**config.mk**
```make
export PLATFORM = sky130hd
export DESIGN_NAME = stage_sequencer_flat
export DESIGN_NICKNAME = d
export VERILOG_FILES = /design/src/rtl/stage_sequencer_if.sv /design/src/rtl/stage_sequencer.sv /design/src/flat_wrapper.sv
export SDC_FILE = /design/constraint.sdc
export NUM_CORES = 1
export LEC_CHECK = 0
export ABC_AREA = 1
export BUFFER_PORTS_ARGS = -buffer_cell sky130_fd_sc_hd__buf_2
export CAP_MARGIN = 20
export CORE_ASPECT_RATIO = 1.5
export CORE_MARGIN = 8
export CORE_UTILIZATION = 45
export CTS_BUF_LIST = sky130_fd_sc_hd__clkbuf_4 sky130_fd_sc_hd__clkbuf_8 sky130_fd_sc_hd__clkbuf_16
export CTS_CLUSTER_DIAMETER = 60
export CTS_CLUSTER_SIZE = 16
export DETAILED_ROUTE_END_ITERATION = 10
export GPL_TIMING_DRIVEN = 0
export PLACE_DENSITY_LB_ADDON = 0.3
export RECOVER_POWER = 25
export SYNTH_ARGS = -nofsm -noshare
export SYNTH_HDL_FRONTEND = slang
export SYNTH_SLANG_ARGS = --single-unit
```
**constraint.sdc**
```tcl
create_clock -name clk -period 2.8 [get_ports clk]
set_input_delay 0 -clock clk [delete_from_list [all_inputs] [get_ports clk]]
set_output_delay 0 -clock clk [all_outputs]
set_load 0.1 [all_outputs]
```
**src/rtl/stage_sequencer_if.sv**
```systemverilog
// Bus between the keyboard decoder / gameplay blocks and the stage sequencer.
// The master drives raw keys, lives and level_clear. The slave (the sequencer) drives stage and the gated keys.
interface stage_sequencer_if;
  logic       key_a;
  logic       key_d;
  logic       key_w;
  logic       key_s;
  logic       key_space;
  logic       key_enter;
  logic [3:0] lives;
  logic       level_clear;
  logic [3:0] stage;
  logic       mc_a;
  logic       mc_d;
  logic       mc_w;
  logic       mc_s;
  logic       mc_space;
  logic       freeze;
  logic       level_start;
  logic [2:0] fsm_state;

  modport master (
    output key_a, key_d, key_w, key_s, key_space, key_enter, lives, level_clear,
    input  stage, mc_a, mc_d, mc_w, mc_s, mc_space, freeze, level_start, fsm_state
  );

  modport slave (
    input  key_a, key_d, key_w, key_s, key_space, key_enter, lives, level_clear,
    output stage, mc_a, mc_d, mc_w, mc_s, mc_space, freeze, level_start, fsm_state
  );
endinterface

```
**src/rtl/stage_sequencer.sv**
```systemverilog
// Game-flow controller: title -> intro -> play -> clear -> ... -> win/over.
// Gates the raw movement keys so the character is frozen outside active play.
module stage_sequencer #(
  parameter int NUM_LEVELS   = 3,
  parameter int TRANS_CYCLES = 120,
  parameter int OVER_HOLD    = 200
) (
  input logic              clk,
  input logic              rst,
  stage_sequencer_if.slave bus
);

  localparam int MAX_CNT = (TRANS_CYCLES > OVER_HOLD) ? TRANS_CYCLES : OVER_HOLD;
  localparam int CW      = ($clog2(MAX_CNT + 1) > 8) ? $clog2(MAX_CNT + 1) : 8;

  localparam logic [CW-1:0] TRANS_LAST = CW'(TRANS_CYCLES - 1);
  localparam logic [CW-1:0] HOLD_LAST  = CW'(OVER_HOLD - 1);
  localparam logic [3:0]    LAST_LEVEL = 4'(NUM_LEVELS);

  typedef enum logic [2:0] {
    ST_TITLE = 3'd0,
    ST_INTRO = 3'd1,
    ST_PLAY  = 3'd2,
    ST_CLEAR = 3'd3,
    ST_OVER  = 3'd4,
    ST_WIN   = 3'd5
  } state_t;

  state_t        state_q, state_d;
  logic [3:0]    level_q, level_d;
  logic [CW-1:0] cnt_q, cnt_d;
  logic          enter_q;
  logic [3:0]    stage_q, stage_d;
  logic [4:0]    mc_q, mc_d;
  logic          freeze_q, freeze_d;
  logic          lstart_q, lstart_d;

  logic          enter_rise_s;
  logic [4:0]    keys_s;
  logic [CW-1:0] cnt_term_s;

  assign enter_rise_s = bus.key_enter & ~enter_q;
  assign keys_s       = {bus.key_space, bus.key_s, bus.key_w, bus.key_d, bus.key_a};

  // Next-state and level sequencing.
  always_comb begin
    state_d = state_q;
    level_d = level_q;
    case (state_q)
      ST_TITLE: begin
        if (enter_rise_s) begin
          state_d = ST_INTRO;
          level_d = 4'd1;
        end else begin
          state_d = ST_TITLE;
        end
      end
      ST_INTRO: begin
        if (cnt_q == TRANS_LAST) begin
          state_d = ST_PLAY;
        end else begin
          state_d = ST_INTRO;
        end
      end
      ST_PLAY: begin
        if (bus.lives == 4'd0) begin
          state_d = ST_OVER;
        end else if (bus.level_clear && (level_q == LAST_LEVEL)) begin
          state_d = ST_WIN;
        end else if (bus.level_clear) begin
          state_d = ST_CLEAR;
        end else begin
          state_d = ST_PLAY;
        end
      end
      ST_CLEAR: begin
        if (cnt_q == TRANS_LAST) begin
          state_d = ST_INTRO;
          level_d = level_q + 4'd1;
        end else begin
          state_d = ST_CLEAR;
        end
      end
      ST_OVER, ST_WIN: begin
        if ((cnt_q == HOLD_LAST) && enter_rise_s) begin
          state_d = ST_TITLE;
          level_d = 4'd1;
        end else begin
          state_d = state_q;
        end
      end
      default: begin
        state_d = ST_TITLE;
        level_d = 4'd1;
      end
    endcase
  end

  // Freeze counter: restarts on every state change, saturates at the state's terminal count.
  always_comb begin
    cnt_term_s = TRANS_LAST;
    cnt_d      = cnt_q;
    if ((state_q == ST_OVER) || (state_q == ST_WIN)) begin
      cnt_term_s = HOLD_LAST;
    end else begin
      cnt_term_s = TRANS_LAST;
    end
    if (state_d != state_q) begin
      cnt_d = '0;
    end else if ((state_q != ST_TITLE) && (state_q != ST_PLAY) && (cnt_q != cnt_term_s)) begin
      cnt_d = cnt_q + {{(CW-1){1'b0}}, 1'b1};
    end else begin
      cnt_d = cnt_q;
    end
  end

  // Outputs are decoded from the next state so stage, freeze and key masking switch on the same edge.
  always_comb begin
    stage_d  = 4'd0;
    freeze_d = 1'b1;
    mc_d     = 5'd0;
    lstart_d = 1'b0;
    case (state_d)
      ST_TITLE: stage_d = 4'h0;
      ST_INTRO: stage_d = level_d;
      ST_PLAY: begin
        stage_d  = level_d;
        freeze_d = 1'b0;
        mc_d     = keys_s;
        lstart_d = (state_q != ST_PLAY);
      end
      ST_CLEAR: stage_d = level_d;
      ST_OVER:  stage_d = 4'hf;
      ST_WIN:   stage_d = 4'he;
      default:  stage_d = 4'h0;
    endcase
  end

  // State and output registers.
  always_ff @(posedge clk) begin
    if (rst) begin
      state_q  <= ST_TITLE;
      level_q  <= 4'd1;
      cnt_q    <= '0;
      enter_q  <= 1'b0;
      stage_q  <= 4'd0;
      mc_q     <= 5'd0;
      freeze_q <= 1'b1;
      lstart_q <= 1'b0;
    end else begin
      state_q  <= state_d;
      level_q  <= level_d;
      cnt_q    <= cnt_d;
      enter_q  <= bus.key_enter;
      stage_q  <= stage_d;
      mc_q     <= mc_d;
      freeze_q <= freeze_d;
      lstart_q <= lstart_d;
    end
  end

  assign bus.stage       = stage_q;
  assign bus.mc_a        = mc_q[0];
  assign bus.mc_d        = mc_q[1];
  assign bus.mc_w        = mc_q[2];
  assign bus.mc_s        = mc_q[3];
  assign bus.mc_space    = mc_q[4];
  assign bus.freeze      = freeze_q;
  assign bus.level_start = lstart_q;
  assign bus.fsm_state   = state_q;

endmodule

```
**src/flat_wrapper.sv**
```systemverilog
// flat-port wrapper written by rule: the top's interface ports become plain ports
module stage_sequencer_flat 
#(
  parameter int NUM_LEVELS   = 3,
  parameter int TRANS_CYCLES = 120,
  parameter int OVER_HOLD    = 200
)
  (clk, rst, bus_key_a, bus_key_d, bus_key_w, bus_key_s, bus_key_space, bus_key_enter, bus_lives, bus_level_clear, bus_stage, bus_mc_a, bus_mc_d, bus_mc_w, bus_mc_s, bus_mc_space, bus_freeze, bus_level_start, bus_fsm_state);
  stage_sequencer_if bus_i ();
  input logic clk;
  input logic rst;
  input wire logic [$bits(bus_i.key_a)-1:0] bus_key_a;
  input wire logic [$bits(bus_i.key_d)-1:0] bus_key_d;
  input wire logic [$bits(bus_i.key_w)-1:0] bus_key_w;
  input wire logic [$bits(bus_i.key_s)-1:0] bus_key_s;
  input wire logic [$bits(bus_i.key_space)-1:0] bus_key_space;
  input wire logic [$bits(bus_i.key_enter)-1:0] bus_key_enter;
  input wire logic [$bits(bus_i.lives)-1:0] bus_lives;
  input wire logic [$bits(bus_i.level_clear)-1:0] bus_level_clear;
  output wire logic [$bits(bus_i.stage)-1:0] bus_stage;
  output wire logic [$bits(bus_i.mc_a)-1:0] bus_mc_a;
  output wire logic [$bits(bus_i.mc_d)-1:0] bus_mc_d;
  output wire logic [$bits(bus_i.mc_w)-1:0] bus_mc_w;
  output wire logic [$bits(bus_i.mc_s)-1:0] bus_mc_s;
  output wire logic [$bits(bus_i.mc_space)-1:0] bus_mc_space;
  output wire logic [$bits(bus_i.freeze)-1:0] bus_freeze;
  output wire logic [$bits(bus_i.level_start)-1:0] bus_level_start;
  output wire logic [$bits(bus_i.fsm_state)-1:0] bus_fsm_state;
  assign bus_i.key_a = bus_key_a;
  assign bus_i.key_d = bus_key_d;
  assign bus_i.key_w = bus_key_w;
  assign bus_i.key_s = bus_key_s;
  assign bus_i.key_space = bus_key_space;
  assign bus_i.key_enter = bus_key_enter;
  assign bus_i.lives = bus_lives;
  assign bus_i.level_clear = bus_level_clear;
  assign bus_stage = bus_i.stage;
  assign bus_mc_a = bus_i.mc_a;
  assign bus_mc_d = bus_i.mc_d;
  assign bus_mc_w = bus_i.mc_w;
  assign bus_mc_s = bus_i.mc_s;
  assign bus_mc_space = bus_i.mc_space;
  assign bus_freeze = bus_i.freeze;
  assign bus_level_start = bus_i.level_start;
  assign bus_fsm_state = bus_i.fsm_state;
  stage_sequencer #(.NUM_LEVELS(NUM_LEVELS), .TRANS_CYCLES(TRANS_CYCLES), .OVER_HOLD(OVER_HOLD)) u_core (.clk(clk), .rst(rst), .bus(bus_i));
endmodule
```
Word level (Yosys, flattened, before mapping)
Index checks and enable logic that the tools add are counted.
{ "classes": {"add_sub_neg": 2, "muxes": 15, "bitwise_logic": 3, "shift": 0, "reduce_logical": 13, "mul": 0, "magnitude_cmp": 0, "n_div": 0, "n_eq_ne": 16} }
{ "ops": {"columns": ["cell", "count"], "rows": [
  ["$pmux W4 S4", 1],
  ["$pmux W3 S5", 1],
  ["$eq A3 B2 Y1 const B", 4],
  ["$eq A3 B3 Y1 const B", 4],
  ["$mux W4", 3],
  ["$pmux W4 S3", 1],
  ["$mux W3", 3],
  ["$add A8 B1 Y8 const B", 1],
  ["$eq A8 B7 Y1 const B", 1],
  ["$eq A8 B8 Y1 const B", 1],
  ["$mux W8", 1],
  ["$ne A8 B8 Y1", 1],
  ["$reduce_or A2 Y1", 4],
  ["$eq A3 B1 Y1 const B", 2],
  ["$add A4 B1 Y4 const B", 1],
  ["$eq A4 B2 Y1 const B", 1],
  ["$logic_and A1 B1 Y1", 4],
  ["$logic_not A4 Y1", 1],
  ["$mux W2", 2],
  ["$logic_not A3 Y1", 1],
  ["$mux W1", 3],
  ["$ne A3 B2 Y1 const B", 1],
  ["$ne A3 B3 Y1", 1],
  ["$reduce_bool A3 Y1", 1],
  ["4 further kinds", 5]
]} }
{ "word_totals": {"out_inout_bits": 14, "mem_bits_rw": 0, "word_cells": 57, "reg_bits": 27, "memories": 0, "rom_bits": 0, "in_bits": 13, "latch_bits": 0} }

Logic depth before layout (Yosys ltp)
Gate-level depths: netlist of the first run.
{ "logic_depth": {"ltp_word": 8, "depth_mapped": 11, "ltp_nobuf": 11} }

Worst setup path after synthesis of the first run
Ideal clock, no wire load.
{ "synth_timing": {"path_kind": "register to register", "startpoint": "register u_core.state_q[0] (netlist: u_core.bus.fsm_state[0])", "endpoint": "register u_core.cnt_q[4]", "required_ns": 2.684, "period_less_slack_ns": 2.067, "setup_time_ns": 0.116, "arrival_ns": 1.951, "setup_slack_ns": 0.733, "n_path_buf": 0, "stages_incl_launch_ff": 10, "cell_sequence": "dfxtp_1 -> inv_1 -> nand2_2 -> nor2_2 -> nand3_1 -> nand2_1 -> nor2_2 -> nand2_2 -> nand4_4 -> nor2_1"} }
{ "synth_between": {"elab_chain_cells": 5, "word_cells_on_any_way": 18, "classes_between": "8 x eq/ne; 3 x mux; 7 x reduce/logical"} }
{ "synth_lines": {"columns": ["element", "line", "rtl"], "rows": [
  ["start: declaration", "stage_sequencer.sv:29", "state_t state_q, state_d;"],
  ["start signal: assignment", "stage_sequencer.sv:151", "state_q <= state_d;"],
  ["$eq A3 B3 Y1", "stage_sequencer.sv:49, stage_sequencer.sv:103", null],
  ["$reduce_or A2 Y1 or $logic_or A1 B1 Y1 (tied branches)", "stage_sequencer.sv:49, stage_sequencer.sv:103", null],
  ["$pmux W3 S5 or $mux W8 (tied branches)", "stage_sequencer.sv:49, stage_sequencer.sv:103", null],
  ["$ne A3 B3 Y1 or $ne A8 B8 Y1 (tied branches)", "stage_sequencer.sv:108, stage_sequencer.sv:110", null],
  ["$reduce_or A2 Y1 (no source line) or $logic_and A1 B1 Y1 (tied branches)", null, null],
  ["end signal: assignment", "stage_sequencer.sv:153", "cnt_q <= cnt_d;"],
  ["end: declaration", "stage_sequencer.sv:31", "logic [CW-1:0] cnt_q, cnt_d;"]
]} }
Several ways; a longest one is shown, not always the timed one.
A chain may end at the register's enable or synchronous reset.

Final worst setup path of the first run
{ "layout_timing": {"startpoint": "register u_core.cnt_q[0]", "endpoint": "register u_core.stage_q[3] (netlist: u_core.bus.stage[3])"} }
{ "layout_between": {"elab_chain_cells": 7, "word_cells_on_any_way": 17, "classes_between": "7 x eq/ne; 8 x mux; 2 x reduce/logical"} }
{ "layout_lines": {"columns": ["element", "line", "rtl"], "rows": [
  ["$eq A8 B8 Y1", "stage_sequencer.sv:85", "if ((cnt_q == HOLD_LAST) && enter_rise_s) begin"],
  ["$logic_and A1 B1 Y1", "stage_sequencer.sv:85", null],
  ["$mux W3", "stage_sequencer.sv:85", null],
  ["$pmux W3 S5", "stage_sequencer.sv:49", "case (state_q)"],
  ["$eq A3 B1 Y1 or $eq A3 B2 Y1 (tied branches)", "stage_sequencer.sv:123", "case (state_d)"],
  ["$reduce_or A3 Y1 (no source line)", null, null],
  ["$pmux W4 S3 (*)", "stage_sequencer.sv:123", null],
  ["end signal: assignment", "stage_sequencer.sv:155", "stage_q <= stage_d;"],
  ["end: declaration", "stage_sequencer.sv:33", "logic [3:0] stage_q, stage_d;"]
]} }
Mark *: on every way between the ends. The rest lies on a longest branch, timed or not.

==> summary.md, run 1 <==
| Metric | Value |
|---|---|
| Final instance area | 0.001815 sq mm |
| Initial Util | 45.70% |
| First-pass GRT wire length | 6.016 mm |
| DRC violations left | 0 |
| Root Buffer | clkbuf_8 |
| Hold Path Cell Cnt | 8 |
| Die area | 0.005522 sq mm |
| Final setup margin | 1.064 ns |
| Actual slew at the worst max-slew pin | 1.180 ns |
| Metal3 WL | 97 um |
| Clock Pin Slew Worst Setup and Hold Paths | 0.09 ns |
| Crit-path max FO | 6 |
| Largest buffer count on any clock path | 2 |
| CTS tree | yes |
| I/O Buffers | 26 |
| Die Wd | 63.40 um |
| Crit path arrival time | 1.91 ns |
| Final nets | 280 |
| WL per Instance | 11.15 um |
| Routed WL | 3.413 mm |
| Post-synth ARST share | 0% |
| Setup Buffers After CTS | 0 |
| Std-Cell Rows | 26 |
| GPL Wtd Cong | 0.8696 |
| Slew headroom | 21.68% |
| Cells after DPL | 294 |
| Post-route minimum period | 1.736 ns |
| EDFF count, synth | 0 |
| Maximum clock rate | 576.0 MHz |
| Worst path cell trace | ha_1 -> nand2_1 -> nor2_8 -> nand2_4 -> nand2_1 -> inv_1 -> nor2_2 -> nand3_1 -> a21oi_1 -> nor2_1 |
| Crit path top cell by count | nand2_1 |
| Sequential share of the synthesized area | 35.64% |
| Number of global-route vias before repair | 1427 |
| Worst setup path category | flop to flop |
| FF-to-FF End | u_core.bus.stage[3] |
| Unique cell type count in the Yosys netlist | 27 |
| Worst path slowest cell | dfxtp_1 |
| Share of cells above drive strength 1 | 18.94% |
| Leak | 0.0009222 uW |
| Worst Setup End Kind | flop |
| Power Dens Cells | 397.9 mW/mm^2 |
| Pin count of the biggest net entering global routing | 17 |
| Outcome | completed |
| Delay of the slowest critical-path stage | 0.36 ns |
| Max Slew Vio Count | 0 |
| Hold path start | bus_lives[0] |
| Max Cap Viol | 0 |
| Clock skew | 0.003615 ns |
| Min-Delay Path Class | input port to flop |
| CTS buffer count | 3 |
| Syn Inst Count | 226 |
| Sum of negative setup slack | 0 ns |
| Routed Antenna Nets | 0 |
| Overall global routing resource usage | 13.31% |
| CTS H-tree lvls | 1 |
| Total gr overflow | 0 |
| Period utilization | 62.00% |
| Setup violators final | 0 |
| Layout Cells excl Fill | 306 |
| Warnings, synthesis | 0 |
| R2r startpoint | u_core.cnt_q[0] |
| Core Area | 0.003318 sq mm |
| Number of I/O pins | 27 |
| DR vias/cell | 4.683 |
| Initial antenna violation count | 0 |
| Min Hold Slack | 0.2491 ns |
| Hold EP | u_core.bus.fsm_state[2] |
| Vias | 1433 |
| Clk sinks | 27 |
| DP Area | 0.001699 sq mm |
| Ant diodes | 0 |
| Met1 wire length | 1.284 mm |
| Die height | 87.10 um |
| Place WS | 1.075 ns |
| Reg2reg setup slack | 1.06 ns |
| Initial DRC count | 41 |
| DP HPWL | 2.684 mm |
| Worst-Skew Late Latency | 0.27 ns |
| Reg2reg path depth | 10 |
| Seq cells post-synth | 27 |
| Final Hold Viols | 0 |
| Syn_nets | 241 |
| Main synth FF type | dfxtp_1 |
| Layout Area Growth over Synthesis | 19.72% |
| Peak VDD IR | 0.4336 mV |
| Mapped Avg Cell Area | 6.710 sq um |
| DR pass1 iterations | 4 |
| RSZ-0062 raised after global routing | false |
| Startpoint types | flop |
| Top Layer Used | met4 |
| Post-synthesis cell area | 0.001516 sq mm |
| Met2 Wirelength | 1.925 mm |
| Critical Path RT | 2.97 ns |
## worst max-delay path by stage
stage                     slack (ns)                     from                   to
after detailed placement        1.08          u_core.cnt_q[1]  u_core.bus.stage[3]
final                           1.06          u_core.cnt_q[0]  u_core.bus.stage[3]
after global placement          1.08          u_core.cnt_q[1]  u_core.bus.stage[3]
after floorplan                 0.73  u_core.bus.fsm_state[0]      u_core.cnt_q[4]
after CTS                       1.06          u_core.cnt_q[1]  u_core.bus.stage[3]
after global routing            0.90          u_core.cnt_q[1]  u_core.bus.stage[3]
## power by group
| part | internal [uW] | total, uW | switching, uW | leakage, uW |
|---|---|---|---|---|
| Combinational | 34.6 | 103 | 68.0 | 0.000682 |
| Sequential | 390 | 395 | 5.11 | 0.000219 |
| Clock | 101 | 225 | 124 | 0.0000217 |
## cell usage after synthesis (2+ instances only)
cell,n,area [sq um]
nand2_2,7,43.79
o21ai_1,5,25.02
inv_2,5,18.77
nand2_4,2,22.52
nor2_1,28,105.1
nand3_1,20,100.1
nor3_1,5,25.02
dfxtp_1,27,540.5
a21oi_1,5,25.02
ha_1,2,25.02
nand2_1,59,221.5
xor2_1,6,52.55
nand3_2,2,20.02
nand4_1,2,12.51
inv_1,31,116.4
nor2_2,9,56.30
## cells by family (layout without fill, tap and decap cells)
group	Yosys count	after routing	synth area share [%]
AND/OR/NAND/NOR	140	140	44.97
flip-flops	27	27	35.64
buffers and inverters	37	75	9.158
XOR/XNOR	7	7	4.043
adder cells (fa/ha/maj)	2	2	1.650
AO/OA/AOI/OAI	13	13	4.538
## flip-flops by register name, summed over array words and instances, names as in the netlist
signal                  cells
u_core.bus.freeze           1
u_core.bus.fsm_state        3
u_core.bus.level_start      1
u_core.bus.stage            4
u_core.cnt_q                8
u_core.enter_q              1
u_core.level_q              4
u_core.mc_q                 5
## per-stage QoR
step           util (%)  total power, uW
3_3_place_gp      51.21            497.0
4_1_cts           55.09            733.7
6_report          54.71            722.4
2_1_floorplan         -            473.0
5_1_grt           54.71            761.2
3_5_place_dp      51.21            498.3
## what timing repair did
action                                 4_1_cts  5_1_grt
gates resized for setup                      0        0
endpoints found under the hold margin        9        0
hold buffers                                 8        0
## critical path, delay by kind of cell, from the launching register on
kind,cells,cell delay [ns]
buffers and inverters,1,0.06
AO/OA/AOI/OAI,1,0.16
adder cells (fa/ha/maj),1,0.24
AND/OR/NAND/NOR,7,0.81
flip-flops,1,0.36
## layer usage
metal	GRT usage (%)	vias up
li1	-	775
met2	26.48	21
met1	11.84	627
met3	2.835	10
met5	0	-
met4	7.536	0
## cells in the final DEF (no fill, tap or decap), types with 2 or more instances in the layout
cell,count
nand2_4,2
a21oi_1,5
o21ai_1,5
ha_1,2
nor3_1,5
buf_2,16
nand4_1,2
nand2_2,7
dlygate4sd3_1,8
inv_1,31
nor2_1,28
dfxtp_1,27
inv_2,5
nand3_1,20
nand3_2,2
nor2_2,9
xor2_1,6
clkbuf_8,3
nand2_1,59
clkbuf_1,10
## layout make-up
| type | count | area, sq um |
|---|---|---|
| Timing Repair Buffer | 34 | 197.7 |
| Inverter | 37 | 138.9 |
| Clock inverter | 1 | 7.507 |
| Fill cell | 349 | 1503 |
| Sequential cell | 27 | 540.5 |
| Clock buffer | 3 | 41.29 |
| Tap cell | 42 | 52.55 |
| Multi-Input combinational cell | 162 | 837.1 |
Note: power is estimated with default switching activity, not from simulation.
==> run 2, diff against run 1 <==
==> constraint.sdc (replaced) <==
create_clock -name clk -period 1.6 [get_ports clk]
set_input_delay 0 -clock clk [delete_from_list [all_inputs] [get_ports clk]]
set_output_delay 0 -clock clk [all_outputs]
set_load 0.1 [all_outputs]
==> summary.md, run 2 (same netlist as run 1, synthesis figures left out) <==
| Metric | Value |
|---|---|
| Critical Path RT | 1.77 ns |
| Ant diodes | 0 |
| Initial DRC count | 58 |
| Leak | 0.001053 uW |
| Hold EP | u_core.bus.fsm_state[2] |
| Crit path arrival time | 1.74 ns |
| Initial antenna violation count | 0 |
| Final Hold Viols | 0 |
| Max Cap Viol | 0 |
| Reg2reg setup slack | 0.03 ns |
| CTS tree | yes |
| Outcome | completed |
| Actual slew at the worst max-slew pin | 0.5479 ns |
| Clock Pin Slew Worst Setup and Hold Paths | 0.09 ns |
| First-pass GRT wire length | 5.920 mm |
| DR vias/cell | 4.849 |
| Clk sinks | 27 |
| GPL Wtd Cong | 0.8230 |
| Setup violators final | 0 |
| Period utilization | 98.18% |
| Peak VDD IR | 0.4759 mV |
| Top reg by flops | u_core.cnt_q |
| Min-Delay Path Class | input port to flop |
| Commonest non-fill, non-tap cells in the layout | nand2_1 (53), inv_1 (29), nor2_1 (22) |
| Core Area | 0.003318 sq mm |
| RSZ-0062 raised after global routing | true |
| Cells after DPL | 294 |
| Share of cells above drive strength 1 | 37.32% |
| Largest register FFs | 8 |
| DP Area | 0.001710 sq mm |
| I/O Buffers | 26 |
| Largest regs | u_core.cnt_q (8), u_core.mc_q (5) |
| Slew headroom | 63.63% |
| Vias | 1542 |
| Met2 Use GR | 26.48% |
| Overall global routing resource usage | 13.02% |
| Post-route minimum period | 1.571 ns |
| Hold path start | bus_lives[0] |
| CTS H-tree lvls | 1 |
| Total power | 1279 uW |
| DRC violations left | 0 |
| Hold Path Cell Cnt | 8 |
| Routed WL | 3.852 mm |
| Max Slew Vio Count | 0 |
| Worst setup path category | flop to flop |
| Worst Setup End Kind | flop |
| Die area | 0.005522 sq mm |
| CTS buffer count | 3 |
| FF-to-FF End | u_core.bus.stage[3] |
| Root Buffer | clkbuf_8 |
| WL per Instance | 12.11 um |
| Reg2reg path depth | 10 |
| Largest buffer count on any clock path | 2 |
| Final nets | 292 |
| Routed Antenna Nets | 0 |
| Die height | 87.10 um |
| Sum of negative setup slack | 0 ns |
| Pin count of the biggest net entering global routing | 17 |
| Layout Area Growth over Synthesis | 35.89% |
| Met1 usage | 12.12% |
| Std-Cell Rows | 26 |
| DR pass1 iterations | 5 |
| Clock skew | 0.002387 ns |
| Most common cell after layout, fill and taps aside | nand2_1 |
| Power Dens Cells | 620.5 mW/mm^2 |
| Routing usage on met3 | 2.448% |
| DP HPWL | 2.665 mm |
| Layout Cells excl Fill | 318 |
| Number of I/O pins | 27 |
| Number of global-route vias before repair | 1438 |
| Maximum clock rate | 636.6 MHz |
| Critical Path Start | u_core.cnt_q[1] |
| Initial Util | 45.70% |
| Final instance area | 0.002061 sq mm |
| Die Wd | 63.40 um |
| GR peak layer | met2 |
| Startpoint types | flop |
| Total gr overflow | 0 |
| Crit-path max FO | 5 |
| Worst-Skew Late Latency | 0.27 ns |
| R2r startpoint | u_core.cnt_q[1] |
run 2: changes by cell type in the layout (fill, tap and decap cells not counted), sizes merged:
cell,previous run,this run
clkbuf,13,12
buf,16,29
run 2: worst max-delay path by stage:
stage | endpoint | slack, ns | cells after the start
2_1_floorplan | u_core.bus.stage[3] | 0.08 | 10
3_3_place_gp | u_core.bus.stage[0] | -0.15 | 10
3_5_place_dp | u_core.bus.stage[0] | -0.18 | 10
4_1_cts | u_core.bus.stage[2] | 0.03 | 10
5_1_grt | u_core.bus.stage[3] | -0.03 | 9
6_report | u_core.bus.stage[3] | 0.03 | 10
run 2: final cells by class:
type / count / area, sq um
tap: 42 / 52.55
sequential: 27 / 564.3
multi-input combinational: 162 / 952.2
inverter: 37 / 138.9
clock inverter: 1 / 7.507
clock buffer: 3 / 41.29
timing repair buffer: 46 / 304.0
fill: 326 / 1257
run 2: timing repair:
action / in CTS / in global routing
hold buffers: 8 / 0
endpoints found under the setup margin: 24 / 18
hold endpoints to repair: 9 / 0
pin swaps: 1 / 13
buffers inserted: 2 / 10
gates resized for setup: 5 / 35
run 2: worst max-delay path, stage by stage (launching register included):
cell     delay [ns]
dfxtp_2        0.37
ha_4           0.17
nand2_4        0.07
nor2_8         0.19
nand2_4        0.10
nand2_2        0.08
inv_2          0.06
nor2_4         0.12
nand3_2        0.11
a21oi_1        0.15
nor2_1         0.05
run 2: stage by stage:
| stage | hold slack, ns | setup WS, ns | utilization, % |
|---|---|---|---|
| 2_1_floorplan | 0.06270 | 0.07590 | - |
| 3_3_place_gp | 0.2206 | -0.1509 | 51.55 |
| 3_5_place_dp | 0.2264 | -0.1777 | 51.55 |
| 4_1_cts | 0.2427 | 0.02677 | 56.41 |
| 5_1_grt | 0.3493 | -0.03114 | 62.10 |
| 6_report | 0.2748 | 0.02906 | 62.10 |
run 2: report_power, final:
part | internal (uW) | switching (uW)
combinational | 69.1 | 134
clock | 176 | 212
sequential | 677 | 10.2
run 2: layer usage:
layer,vias to the layer above,routed length (um)
li1,800,-
met1,690,1526
met2,40,2139
met3,12,119
met4,0,67
met5,-,0
